<file path="src/rtl/pipe_hazard_ctrl_pkg.sv">
// Shared definitions for the pipeline hazard controller.
//   - RV32 opcode constants used by the decoder and the operand-select logic
//   - forwarding mux encodings (FWD_REG / FWD_ALU / FWD_LOAD)
//   - controller FSM state type
//   - default bubble instruction (addi x0, x0, 0)
package pipe_hazard_ctrl_pkg;

    localparam logic [6:0] OPC_LUI    = 7'b0110111;
    localparam logic [6:0] OPC_AUIPC  = 7'b0010111;
    localparam logic [6:0] OPC_JAL    = 7'b1101111;
    localparam logic [6:0] OPC_BRANCH = 7'b1100011;
    localparam logic [6:0] OPC_LOAD   = 7'b0000011;
    localparam logic [6:0] OPC_STORE  = 7'b0100011;
    localparam logic [6:0] OPC_OP     = 7'b0110011;

    localparam logic [1:0] FWD_REG  = 2'b00;
    localparam logic [1:0] FWD_ALU  = 2'b10;
    localparam logic [1:0] FWD_LOAD = 2'b11;

    localparam logic [31:0] NOP_INST_DEF = 32'h0000_0013;

    typedef enum logic [1:0] {
        StRun,
        StMemWait,
        StFlush,
        StLdStall
    } state_e;

endpackage

</file>
<file path="src/rtl/pipe_hazard_ctrl_if.sv">
// Pipeline-side bus of the hazard controller.
//   if_inst    : instruction leaving fetch (into stage 2)
//   br_taken   : stage-3 branch/jump resolved taken
//   mem_busy   : data memory not ready, freezes the pipeline
//   id_inst    : tracked stage-2 instruction
//   ex_inst    : tracked stage-3 instruction
//   stall_if   : hold PC and fetch register
//   stall_ex   : hold stage-3 registers
//   rs1_fwd/rs2_fwd : operand bypass selects
//   a_sel/b_sel     : ALU operand selects
//   bubble_cnt : saturating count of injected bubbles
// master = pipeline (drives if_inst/br_taken/mem_busy), slave = controller.
interface pipe_hazard_ctrl_if;
    logic [31:0] if_inst;
    logic        br_taken;
    logic        mem_busy;
    logic [31:0] id_inst;
    logic [31:0] ex_inst;
    logic        stall_if;
    logic        stall_ex;
    logic [1:0]  rs1_fwd;
    logic [1:0]  rs2_fwd;
    logic        a_sel;
    logic        b_sel;
    logic [15:0] bubble_cnt;

    modport master (
        output if_inst, br_taken, mem_busy,
        input  id_inst, ex_inst, stall_if, stall_ex, rs1_fwd, rs2_fwd, a_sel, b_sel,
               bubble_cnt
    );

    modport slave (
        input  if_inst, br_taken, mem_busy,
        output id_inst, ex_inst, stall_if, stall_ex, rs1_fwd, rs2_fwd, a_sel, b_sel,
               bubble_cnt
    );
endinterface

</file>
<file path="src/rtl/inst_fields.sv">
// Register-usage decode of one RV32 instruction.
//   inst    : instruction word
//   opcode  : inst[6:0]
//   rd/rs1/rs2 : register index fields
//   has_rd  : writes a destination (not BRANCH/STORE)
//   has_rs1 : reads rs1 (not LUI/AUIPC/JAL)
//   has_rs2 : reads rs2 (R-type, STORE, BRANCH only)
module inst_fields
    import pipe_hazard_ctrl_pkg::*;
(
    input  logic [31:0] inst,
    output logic [6:0]  opcode,
    output logic [4:0]  rd,
    output logic [4:0]  rs1,
    output logic [4:0]  rs2,
    output logic        has_rd,
    output logic        has_rs1,
    output logic        has_rs2
);

    // funct3/funct7/imm bits play no part in hazard detection
    logic unused_bits;
    assign unused_bits = ^{inst[31:25], inst[14:12]};

    assign opcode = inst[6:0];
    assign rd     = inst[11:7];
    assign rs1    = inst[19:15];
    assign rs2    = inst[24:20];

    assign has_rd  = !((opcode == OPC_BRANCH) || (opcode == OPC_STORE));
    assign has_rs1 = !((opcode == OPC_LUI) || (opcode == OPC_AUIPC) || (opcode == OPC_JAL));
    assign has_rs2 = (opcode == OPC_OP) || (opcode == OPC_STORE) || (opcode == OPC_BRANCH);

endmodule

</file>
<file path="src/rtl/pipe_hazard_ctrl.sv">
// Hazard controller for a 3-stage in-order pipeline.
// Tracks the stage-2 (id) and stage-3 (ex) instructions, produces bypass and
// ALU operand selects, freezes on mem_busy, squashes after a taken branch and
// counts injected bubbles.
// Ports:
//   clk   : clock, rising edge
//   rst_n : asynchronous active-low reset
//   bus   : pipe_hazard_ctrl_if.slave (see interface file for signal list)
// Parameters:
//   NOP_INST     : bubble instruction
//   FLUSH_CYCLES : 1..3, fetch slots squashed after a taken branch
// Build option:
//   LOAD_USE_STALL_EN : when defined, a load-use pair stalls one cycle instead
//                       of bypassing load data (FWD_LOAD is never produced).
module pipe_hazard_ctrl
    import pipe_hazard_ctrl_pkg::*;
#(
    parameter logic [31:0] NOP_INST     = NOP_INST_DEF,
    parameter int unsigned FLUSH_CYCLES = 1
) (
    input logic              clk,
    input logic              rst_n,
    pipe_hazard_ctrl_if.slave bus
);

    localparam logic [1:0] FlushInit = 2'(FLUSH_CYCLES);

    state_e      state_q, state_d;
    logic [31:0] id_q, id_d;
    logic [31:0] ex_q, ex_d;
    logic [1:0]  flush_cnt_q, flush_cnt_d;
    logic [15:0] bubble_cnt_q, bubble_cnt_d;
    logic        bubble_inc;

    // Decode of the two tracked stages
    logic [6:0] id_opcode, ex_opcode;
    logic [4:0] id_rd, id_rs1, id_rs2, ex_rd, ex_rs1, ex_rs2;
    logic       id_has_rd, id_has_rs1, id_has_rs2;
    logic       ex_has_rd, ex_has_rs1, ex_has_rs2;

    inst_fields u_id_fields (
        .inst    (id_q),
        .opcode  (id_opcode),
        .rd      (id_rd),
        .rs1     (id_rs1),
        .rs2     (id_rs2),
        .has_rd  (id_has_rd),
        .has_rs1 (id_has_rs1),
        .has_rs2 (id_has_rs2)
    );

    inst_fields u_ex_fields (
        .inst    (ex_q),
        .opcode  (ex_opcode),
        .rd      (ex_rd),
        .rs1     (ex_rs1),
        .rs2     (ex_rs2),
        .has_rd  (ex_has_rd),
        .has_rs1 (ex_has_rs1),
        .has_rs2 (ex_has_rs2)
    );

    // Consumer side only needs sources of id and destination of ex
    logic unused_fields;
    assign unused_fields = ^{id_rd, id_has_rd, ex_rs1, ex_rs2, ex_has_rs1, ex_has_rs2};

    logic rs1_match, rs2_match, ex_is_load;
    assign rs1_match  = ex_has_rd && id_has_rs1 && (ex_rd == id_rs1) && (ex_rd != 5'd0);
    assign rs2_match  = ex_has_rd && id_has_rs2 && (ex_rd == id_rs2) && (ex_rd != 5'd0);
    assign ex_is_load = (ex_opcode == OPC_LOAD);

    // Encoding used when the producer in ex is a load
    logic [1:0] load_fwd;
    logic       ld_stall_req;
`ifdef LOAD_USE_STALL_EN
    // The stall removes the pair, so load data is never bypassed
    assign load_fwd     = FWD_REG;
    assign ld_stall_req = (state_q == StRun) && !bus.mem_busy && !bus.br_taken &&
                          ex_is_load && (rs1_match || rs2_match);
`else
    assign load_fwd     = FWD_LOAD;
    assign ld_stall_req = 1'b0;
`endif

    // Selects: zero-latency function of the registered id/ex instructions
    always_comb begin
        bus.rs1_fwd = FWD_REG;
        bus.rs2_fwd = FWD_REG;
        if (rs1_match) bus.rs1_fwd = ex_is_load ? load_fwd : FWD_ALU;
        if (rs2_match) bus.rs2_fwd = ex_is_load ? load_fwd : FWD_ALU;
        bus.a_sel = (id_opcode == OPC_AUIPC) || (id_opcode == OPC_JAL) ||
                    (id_opcode == OPC_BRANCH);
        bus.b_sel = (id_opcode != OPC_OP);
    end

    // Load-use stall is raised in the hazard cycle itself so fetch holds the
    // instruction that would otherwise be overwritten while id is held.
    assign bus.stall_if = (state_q == StMemWait) || ld_stall_req;
    assign bus.stall_ex = (state_q == StMemWait);

    // Next-state logic; priority mem_busy > br_taken > load-use
    always_comb begin
        state_d     = state_q;
        id_d        = id_q;
        ex_d        = ex_q;
        flush_cnt_d = flush_cnt_q;
        bubble_inc  = 1'b0;

        unique case (state_q)
            StRun, StLdStall: begin
                if (bus.mem_busy) begin
                    state_d = StMemWait;
                end else if (bus.br_taken) begin
                    state_d     = StFlush;
                    id_d        = NOP_INST;
                    ex_d        = NOP_INST;
                    flush_cnt_d = FlushInit;
                end else if (ld_stall_req) begin
                    state_d    = StLdStall;
                    ex_d       = NOP_INST;
                    bubble_inc = 1'b1;
                end else begin
                    state_d = StRun;
                    ex_d    = id_q;
                    id_d    = bus.if_inst;
                end
            end
            StMemWait: begin
                if (!bus.mem_busy) begin
                    // A branch resolved during the wait is taken on exit
                    if (bus.br_taken) begin
                        state_d     = StFlush;
                        id_d        = NOP_INST;
                        ex_d        = NOP_INST;
                        flush_cnt_d = FlushInit;
                    end else begin
                        state_d = StRun;
                    end
                end
            end
            StFlush: begin
                // Only bubbles occupy id/ex here, so busy/branch cannot arise
                id_d        = NOP_INST;
                ex_d        = NOP_INST;
                bubble_inc  = 1'b1;
                flush_cnt_d = flush_cnt_q - 2'd1;
                if (flush_cnt_q <= 2'd1) begin
                    state_d = StRun;
                end
            end
            default: state_d = StRun;
        endcase
    end

    always_comb begin
        bubble_cnt_d = bubble_cnt_q;
        if (bubble_inc && (bubble_cnt_q != 16'hFFFF)) begin
            bubble_cnt_d = bubble_cnt_q + 16'd1;
        end
    end

    always_ff @(posedge clk or negedge rst_n) begin
        if (!rst_n) begin
            state_q      <= StRun;
            id_q         <= NOP_INST;
            ex_q         <= NOP_INST;
            flush_cnt_q  <= 2'd0;
            bubble_cnt_q <= 16'd0;
        end else begin
            state_q      <= state_d;
            id_q         <= id_d;
            ex_q         <= ex_d;
            flush_cnt_q  <= flush_cnt_d;
            bubble_cnt_q <= bubble_cnt_d;
        end
    end

    assign bus.id_inst    = id_q;
    assign bus.ex_inst    = ex_q;
    assign bus.bubble_cnt = bubble_cnt_q;

endmodule

</file>
<file path="src/flat_wrapper.sv">
// flat-port wrapper written by rule: the top's interface ports become plain ports
module pipe_hazard_ctrl_flat import pipe_hazard_ctrl_pkg::*;
#(
    parameter logic [31:0] NOP_INST     = NOP_INST_DEF,
    parameter int unsigned FLUSH_CYCLES = 1
)
  (clk, rst_n, bus_if_inst, bus_br_taken, bus_mem_busy, bus_id_inst, bus_ex_inst, bus_stall_if, bus_stall_ex, bus_rs1_fwd, bus_rs2_fwd, bus_a_sel, bus_b_sel, bus_bubble_cnt);
  pipe_hazard_ctrl_if bus_i ();
  input logic clk;
  input logic rst_n;
  input wire logic [$bits(bus_i.if_inst)-1:0] bus_if_inst;
  input wire logic [$bits(bus_i.br_taken)-1:0] bus_br_taken;
  input wire logic [$bits(bus_i.mem_busy)-1:0] bus_mem_busy;
  output wire logic [$bits(bus_i.id_inst)-1:0] bus_id_inst;
  output wire logic [$bits(bus_i.ex_inst)-1:0] bus_ex_inst;
  output wire logic [$bits(bus_i.stall_if)-1:0] bus_stall_if;
  output wire logic [$bits(bus_i.stall_ex)-1:0] bus_stall_ex;
  output wire logic [$bits(bus_i.rs1_fwd)-1:0] bus_rs1_fwd;
  output wire logic [$bits(bus_i.rs2_fwd)-1:0] bus_rs2_fwd;
  output wire logic [$bits(bus_i.a_sel)-1:0] bus_a_sel;
  output wire logic [$bits(bus_i.b_sel)-1:0] bus_b_sel;
  output wire logic [$bits(bus_i.bubble_cnt)-1:0] bus_bubble_cnt;
  assign bus_i.if_inst = bus_if_inst;
  assign bus_i.br_taken = bus_br_taken;
  assign bus_i.mem_busy = bus_mem_busy;
  assign bus_id_inst = bus_i.id_inst;
  assign bus_ex_inst = bus_i.ex_inst;
  assign bus_stall_if = bus_i.stall_if;
  assign bus_stall_ex = bus_i.stall_ex;
  assign bus_rs1_fwd = bus_i.rs1_fwd;
  assign bus_rs2_fwd = bus_i.rs2_fwd;
  assign bus_a_sel = bus_i.a_sel;
  assign bus_b_sel = bus_i.b_sel;
  assign bus_bubble_cnt = bus_i.bubble_cnt;
  pipe_hazard_ctrl #(.NOP_INST(NOP_INST), .FLUSH_CYCLES(FLUSH_CYCLES)) u_core (.clk(clk), .rst_n(rst_n), .bus(bus_i));
endmodule
</file>
<file path="config.mk">
export PLATFORM = sky130hd
export DESIGN_NAME = pipe_hazard_ctrl_flat
export DESIGN_NICKNAME = d
export VERILOG_FILES = /design/src/rtl/pipe_hazard_ctrl_pkg.sv /design/src/rtl/pipe_hazard_ctrl_if.sv /design/src/rtl/inst_fields.sv /design/src/rtl/pipe_hazard_ctrl.sv /design/src/flat_wrapper.sv
export SDC_FILE = /design/constraint.sdc
export NUM_CORES = 1
export LEC_CHECK = 0
export CAP_MARGIN = 20
export CORE_MARGIN = 2
export CORE_UTILIZATION = 49
export CTS_CLUSTER_SIZE = 8
export DETAILED_ROUTE_END_ITERATION = 7
export PLACE_DENSITY = 0.89
export REMOVE_ABC_BUFFERS = 1
export SKIP_LAST_GASP = 1
export SLEW_MARGIN = 40
export SYNTH_ARGS = -nofsm -noshare
export SYNTH_HDL_FRONTEND = slang
export SYNTH_HIERARCHICAL = 1
export SYNTH_SLANG_ARGS = --single-unit
export TNS_END_PERCENT = 50
</file>
<file path="constraint.sdc">
create_clock -name clk -period 5.3 [get_ports clk]
set_clock_uncertainty 0.1 [all_clocks]
set_input_delay 1.06 -clock clk [delete_from_list [all_inputs] [get_ports clk]]
set_output_delay 1.06 -clock clk [all_outputs]
set_load 0.02 [all_outputs]
</file>
### Word-level counts from Yosys, hierarchy flattened

Index checks and enable logic that the tools add are counted.

| word-level totals | value |
|---|---|
| register bits | 84 |
| output and inout port bits | 88 |
| word-level logic and storage cells | 74 |

| cells by class | value |
|---|---|
| add/sub/neg operators | 2 |
| order comparisons | 1 |
| equality and inequality tests | 22 |
| mux-type cells | 20 |
| reduce and logical (&&, ||, !) cells | 24 |

Operators with widths:

| operator | count |
|---|---|
| $mux W32 | 6 |
| $pmux W32 S3 | 2 |
| $eq A7 B6 Y1 const B | 4 |
| $eq A7 B7 Y1 const B | 3 |
| $add A16 B1 Y16 const B | 1 |
| $mux W2 | 8 |
| $ne A16 B16 Y1 const B | 1 |
| $eq A5 B5 Y1 | 2 |
| $ne A2 B2 Y1 const B | 4 |
| $eq A7 B2 Y1 const B | 1 |
| $eq A7 B5 Y1 const B | 1 |
| $logic_and A1 B1 Y1 | 7 |
| $logic_or A1 B1 Y1 | 7 |
| $ne A7 B6 Y1 const B | 1 |
| $pmux W2 S3 | 1 |
| $reduce_and A2 Y1 | 3 |
| $reduce_bool A5 Y1 | 1 |
| $eq A2 B2 Y1 const B | 2 |
| $ne A2 B1 Y1 const B | 2 |
| $pmux W2 S2 | 1 |
| $reduce_and A3 Y1 | 1 |
| $reduce_or A3 Y1 | 1 |
| $eq A2 B1 Y1 const B | 1 |
| $le A2 B1 Y1 const B | 1 |
| 5 further kinds | 7 |

### Longest topological paths before layout

Gate-level depths: netlist of run 1.

| logic depth | value |
|---|---|
| word-level depth | 8 |
| depth in mapped cells | 8 |
| depth with buffers taken out | 6 |

### Cells and area by module

Netlist of run 1, hierarchy kept.

By module, submodules not included:

| module | times used | cells each | area an instance (um^2) | sequential area each (um^2) |
|---|---|---|---|---|
| pipe_hazard_ctrl | 1 | 372 | 3836.2 | 2109.5 |
| inst_fields | 2 | 29 | 222.7 | 0.0 |

### Least setup slack after synthesis of run 1

No wires, ideal clock.

| timing path | value |
|---|---|
| kind | register to output |
| start | reg u_core.id_q[4], in the netlist u_core/bus.id_inst[4] |
| end | out bus_a_sel |
| arrival time | 1630 ps |
| data required time | 4140 ps |
| path slack | 2510 ps |
| cell stages (with the launch flop) | 5 |
| cell sequence | dfstp_2 -> buf_4 -> inv_1 -> or4_1 -> a21oi_1 |

| on the way | value |
|---|---|
| cells in the longest elaborated chain, start to end | 3 |
| elaborated cells on any way between the ends | 5 |
| those cells by class | 3 x eq/ne; 2 x reduce/logical |

Ends and longest elaborated chain:

| element | RTL line | source |
|---|---|---|
| from (decl) | pipe_hazard_ctrl.sv:29 | `logic [31:0] id_q, id_d;` |
| from (signal assigned) | pipe_hazard_ctrl.sv:171 | `id_q <= id_d;` |
| $eq A7 B5 Y1 / $eq A7 B7 Y1 (equally long branches) | pipe_hazard_ctrl.sv:91 | `bus.a_sel = (id_opcode == OPC_AUIPC) \|\| (id_opcode == OPC_JAL) \|\|` |
| $logic_or A1 B1 Y1 | pipe_hazard_ctrl.sv:91 |  |
| $logic_or A1 B1 Y1 * | pipe_hazard_ctrl.sv:91 |  |
| to (decl) | flat_wrapper.sv:20 | `output wire logic [$bits(bus_i.a_sel)-1:0] bus_a_sel;` |

Mark *: on every way between the ends. The rest lies on a longest branch, timed or not.

### Final worst setup path of run 1

| timing path | value |
|---|---|
| start | reg u_core.id_q[4], in the netlist u_core/bus.id_inst[4] |
| end | out bus_rs1_fwd[0] |

| on the way | value |
|---|---|
| cells in the longest elaborated chain, start to end | 8 |
| elaborated cells on any way between the ends | 10 |
| those cells by class | 3 x eq/ne; 1 x mux; 6 x reduce/logical |

Ends and longest elaborated chain:

| element | RTL line | source |
|---|---|---|
| $eq A7 B6 Y1 / $eq A7 B5 Y1 (equally long branches) | inst_fields.sv:31 | `assign has_rs1 = !((opcode == OPC_LUI) \|\| (opcode == OPC_AUIPC) \|\| (opcode == OPC_JAL));` |
| $logic_or A1 B1 Y1 | inst_fields.sv:31 |  |
| $logic_or A1 B1 Y1 * | inst_fields.sv:31 |  |
| $logic_not A1 Y1 * | inst_fields.sv:31 |  |
| net u_core.id_has_rs1 | pipe_hazard_ctrl.sv:38 | `logic id_has_rd, id_has_rs1, id_has_rs2;` |
| $logic_and A1 B1 Y1 * (3 in series) | pipe_hazard_ctrl.sv:68 | `assign rs1_match = ex_has_rd && id_has_rs1 && (ex_rd == id_rs1) && (ex_rd != 5'd0);` |
| $mux W2 * | pipe_hazard_ctrl.sv:89 | `if (rs1_match) bus.rs1_fwd = ex_is_load ? load_fwd : FWD_ALU;` |
| to (decl) | flat_wrapper.sv:18 | `output wire logic [$bits(bus_i.rs1_fwd)-1:0] bus_rs1_fwd;` |

Mark *: on every way through the listed nets, which the timed path passes. The rest lies on a longest branch.

==> flow_summary.toml, run 1 <==
[power_and_ir_drop]
peakVddDrop_v = 0.000293
p_per_area_nw_per_um2 = 512
leakage_nw = 2.26

[die]
initial_core_util_pct = 50.4
die_h_um = 95.7
core_area_sq_um = 8180
die_area_sq_um = 9170
die_width_um = 95.7
rows = 33
io-pin-count = 124

[final_layout]
syn_to_final_growth_pct = 30.7
fillCellCount = 607
drive_gt1_share_pct = 9.00
final_area_sq_um = 5390
layout.nets = 535
n_antenna_cell = 0

[global_route]
antenna_found_initial = 0
grt_max_degree = 85
overflow = 0
grt.total_usage_pct = 23.8
grt_pass1_wl_mm = 16.6
grt_pass1_vias = 3393

[clock_network]
ctsResizeCount = 0
post_cts_buffers = 0
path_clk_slew_ns = 0.08
clock_sink_count = 84
clk_latency_ns = 0.35
numCtsBuffers = 9
hold_buffers = 0
cts_root_buf = "clkbuf_8"
cts_buffer_depth = 2
htreeDepth = 3
cts_tree = "built"

[sta]
tightestPinTransition_ns = 0.672
rsz0062_at_grt = "no"
final-hold-violation-count = 0
post-route-period-util_pct = 68.4
setup_total_negative_slack_ns = 0
setup_ws_ns = 1.67
relSlewSlack_pct = 55.2
fmax_mhz = 276
min_period_ns = 3.63
setup_viol = 0
timing.hold.ws_ns = 0.394
slew_violations = 0

[placed_design]
io_buffers = 123
place_hpwl_mm = 7.02
dpl_cell_area_sq_um = 5190
gp_congestion = 0.841
place_ws_ns = 2.11

[worst_setup_path]
cp_max_fo = 9
startpoint_type = "register"
path_class = "register to primary output"
crit_arrival_ns = 2.47
required_ns = 4.14
endpoint_kind = "primary output"

[run]
drv_cap = 0

[detailed_routing]
drt-initial-drc-count = 228
drt-total-wl_mm = 10.3
dr_total_vias = 3348
firstDrtPassIters = 4
wire_per_inst_um = 17.0
vias_per_cell = 5.53
drc = 0
ant_nets = 0

[yosys]
synthesis.instances = 409
syn_avg_cell_area_sq_um = 10.1
syn_area_sq_um = 4120
yosys_warnings = 6

[worst_hold_path]
min-delay-path-class = "register to register"

[run_status]
status = "finished clean"
[state kept, by name, summed over array words and instances, names as in the netlist]
register / count
u_core/bus.ex_inst: 32
u_core/bus.id_inst: 32
u_core/bus.bubble_cnt: 16
u_core/flush_cnt_q: 2
u_core/state_q: 2
[routing by layer]
metal	global-route usage, %	routed length, um	vias to the layer above
li1	-	-	1571
met1	30.7	4200	1636
met2	38.1	5060	131
met3	8.77	905	10
met4	6.43	127	0
met5	0	0	-
[where the power goes]
part	total [mW]	switching (mW)	internal, mW	leakage (nW)
clock network	0.459	0.239	0.220	0.104
logic	1.26	0.693	0.571	1.04
registers	1.04	0.209	0.830	1.12
total	2.76	1.14	1.62	2.26
[worst max-delay path: stages (launching register included)]
cell and delay, ns:
dfstp_2 0.61, and4b_1 0.22, o2111ai_1 0.21, nand2_1 0.08, nor3_1 0.20, and2_1 0.17
clkdlybuf4s50_1 0.62
[cell usage in the layout, fill, tap and decap left out, drive strengths merged, types with 2 or more instances in the layout]
| cell type | instances |
|---|---|
| o21a | 7 |
| nand2 | 15 |
| clkbuf | 10 |
| nand4 | 9 |
| xor2 | 4 |
| a21oi | 15 |
| mux2 | 4 |
| inv | 36 |
| o31ai | 2 |
| clkdlybuf4s50 | 122 |
| ha | 4 |
| and2 | 4 |
| or4 | 4 |
| xnor2 | 13 |
| o2111ai | 2 |
| nor3 | 7 |
| dfstp | 6 |
| nand2b | 5 |
| buf | 3 |
| o22ai | 3 |
| and4bb | 2 |
| nor2 | 19 |
| and3 | 7 |
| nand3 | 33 |
| nor2b | 2 |
| nor3b | 2 |
| o21ai | 37 |
| a22o | 30 |
| clkinv | 5 |
| dfrtp | 78 |
[final timing paths]
check | end | cells after the start | from | slack (ns)
min reg2reg | u_core/flush_cnt_q[0] | 1 | u_core/flush_cnt_q[0] | 0.39
min | u_core/flush_cnt_q[0] | 1 | u_core/flush_cnt_q[0] | 0.39
max in group asynchronous | u_core/bus.id_inst[21] | 1 | rst_n | 3.99
max | bus_rs1_fwd[0] | 6 | u_core/bus.id_inst[4] | 1.67
max reg2reg | u_core/bus.ex_inst[2] | 7 | u_core/state_q[0] | 3.06
min in group asynchronous | u_core/bus.ex_inst[12] | 1 | rst_n | 0.62
[final cells by class]
class | count | area, sq um | share of cell area (%)
Clock buffer | 9 | 124 | 2.30
Clock inverter | 7 | 75.1 | 1.39
Inverter | 35 | 131 | 2.44
Multi-Input combinational cell | 239 | 1560 | 29.0
Sequential cell | 84 | 2110 | 39.1
Tap cell | 105 | 131 | 2.44
Timing Repair Buffer | 126 | 1260 | 23.3
[through the flow]
stage / util [%] / total power [mW] / cells
global placement: 63.4 / 2.26 / 589
global route: 65.9 / 2.93 / 605
detailed placement: 63.5 / 2.30 / 589
floorplan: - / 1.70 / 358
finish: 65.9 / 2.76 / 605
CTS: 65.9 / 2.78 / 605
Power figures use the tool's default switching activity.
==> run 2, diff against run 1 <==
--- a/config.mk
+++ b/config.mk
@@ -7,10 +7,10 @@
 export LEC_CHECK = 0
 export CAP_MARGIN = 20
 export CORE_MARGIN = 2
-export CORE_UTILIZATION = 49
+export CORE_UTILIZATION = 43
 export CTS_CLUSTER_SIZE = 8
 export DETAILED_ROUTE_END_ITERATION = 7
-export PLACE_DENSITY = 0.89
+export PLACE_DENSITY = 0.83
 export REMOVE_ABC_BUFFERS = 1
 export SKIP_LAST_GASP = 1
 export SLEW_MARGIN = 40
==> constraint.sdc (replaced) <==
create_clock -name clk -period 2.96 [get_ports clk]
set_clock_uncertainty 0.1 [all_clocks]
set_input_delay 0.592 -clock clk [delete_from_list [all_inputs] [get_ports clk]]
set_output_delay 0.592 -clock clk [all_outputs]
set_load 0.02 [all_outputs]
==> flow_summary.toml, run 2 (synthesized netlist as in run 1, its figures left out) <==
[die]
die_area_sq_um = 10400
die_h_um = 102
die_width_um = 102
rows = 35
io-pin-count = 124
core_area_sq_um = 9280
initial_core_util_pct = 44.4

[final_layout]
drive_gt1_share_pct = 11.4
fillCellCount = 783
syn_to_final_growth_pct = 34.5
layout.nets = 546
fin_util_pct = 59.7
n_antenna_cell = 0
layout_common_cells = "clkdlybuf4s50_1, dfrtp_1, o21ai_0"
final_common_cell = "clkdlybuf4s50_1"
final_cell_count_no_fill = 640

[placed_design]
place_ws_ns = 0.173
dp.cells = 624
place_hpwl_mm = 7.11
gp_congestion = 0.904
io_buffers = 123

[worst_setup_path]
reg2reg_depth = 6
path_class = "register to primary output"
startpoint_type = "register"
startpoint = "u_core/bus.id_inst[3]"
required_ns = 2.27
endpoint_kind = "primary output"
crit_arrival_ns = 2.26
cp_max_fo = 10
rr_startpoint = "u_core/state_q[0]"

[sta]
final-hold-violation-count = 0
setup_total_negative_slack_ns = 0
min_period_ns = 2.95
setup_ws_ns = 0.00762
setup_viol = 0
timing.hold.ws_ns = 0.160
slew_violations = 0
relSlewSlack_pct = 49.0
tightestPinTransition_ns = 0.764
post-route-period-util_pct = 99.7
rsz0062_at_grt = "yes"
fmax_mhz = 339

[power_and_ir_drop]
seqPwrFrac_pct = 35.3
p_sw_share_pct = 40.3
p_sw_mw = 2.05
power_frac_comb_pct = 48.0
p_per_area_nw_per_um2 = 916
pwr-share-clk_pct = 16.7
peakVddDrop_v = 0.000410
intPower_mw = 3.03
leakage_nw = 2.34

[detailed_routing]
vias_per_cell = 5.22
firstDrtPassIters = 5
drt-total-wl_mm = 10.2
wire_per_inst_um = 15.9
drt-initial-drc-count = 186
drc = 0
dr_total_vias = 3343
ant_nets = 0

[global_route]
grt_pass1_wl_mm = 16.7
overflow = 0
grt_max_degree = 85
grt_pass1_vias = 3310
antenna_found_initial = 0
grt.total_usage_pct = 20.5

[clock_network]
path_clk_slew_ns = 0.08
clock_sink_count = 84
cts_root_buf = "clkbuf_8"
clk_latency_ns = 0.35
post_cts_buffers = 0
hold_buffers = 0
numCtsBuffers = 9
htreeDepth = 3
cts_buffer_depth = 2
cts_tree = "built"

[run]
drv_cap = 0

[worst_hold_path]
min-delay-path-class = "input port to async pin"

[run_status]
status = "finished clean"
## run 2: changes by cell type in the layout (fill, tap and decap cells not counted), sizes merged, moves of 2 or more
cell           change
clkinvlp           +4
dlygate4sd2        +2
buf               +12
clkdlybuf4s50      -3
clkinv             -5
## run 2: repair_timing
action                     CTS  global route
gates cloned                 0             0
setup endpoints to repair    5             3
gates resized for setup      6             1
## run 2: stage by stage
step	instance area [sq um]	power [mW]
2_1_floorplan	3790	3.04
3_3_place_gp	5320	4.17
3_5_place_dp	5320	4.23
4_1_cts	5540	5.12
5_1_grt	5550	5.40
6_report	5550	5.08
## run 2: cell type report
type	count	area (sq um)	share of cell area, %
clock buffer	11	151	2.73
clock inverter	5	60.1	1.08
inverter	35	131	2.37
multi-input combinational	239	1570	28.3
sequential	84	2110	38.1
tap	129	161	2.91
timing repair buffer	137	1360	24.5
## run 2: path summary, 6_finish.rpt
path	end	slack [ns]
max in group asynchronous	u_core/bus.id_inst[0]	2.24
hold / removal	u_core/state_q[1]	0.16
hold reg to reg	u_core/flush_cnt_q[0]	0.40
min in group clk	u_core/flush_cnt_q[0]	0.40
setup / recovery	bus_rs2_fwd[1]	0.008
setup reg to reg	u_core/bus.id_inst[26]	0.60
## run 2: critical path, stage by stage, from the launching register on
cell,delay [ns]
dfrtp_2,0.47
and4bb_2,0.30
and3_2,0.19
nand2_1,0.05
nor3_1,0.19
clkdlybuf4s50_1,0.70
## run 2: routing by layer
| layer | vias up | global-route usage [%] | share of wire, % |
|---|---|---|---|
| met2 | 108 | 33.9 | 48 |
| met5 | - | 0 | 0 |
| li1 | 1584 | - | - |
| met1 | 1637 | 27.2 | 44 |
| met3 | 14 | 4.92 | 6.6 |
| met4 | 0 | 5.23 | 1.3 |
## run 2: power by group through the flow
stage / combinational, mW / sequential, mW / clock, mW
after global routing: 2.65 / 1.85 / 0.913
after detailed placement: 2.42 / 1.81 / 0
after global placement: 2.38 / 1.79 / 0
after CTS: 2.45 / 1.80 / 0.869
final: 2.44 / 1.79 / 0.850
after floorplan: 0.894 / 2.15 / 0
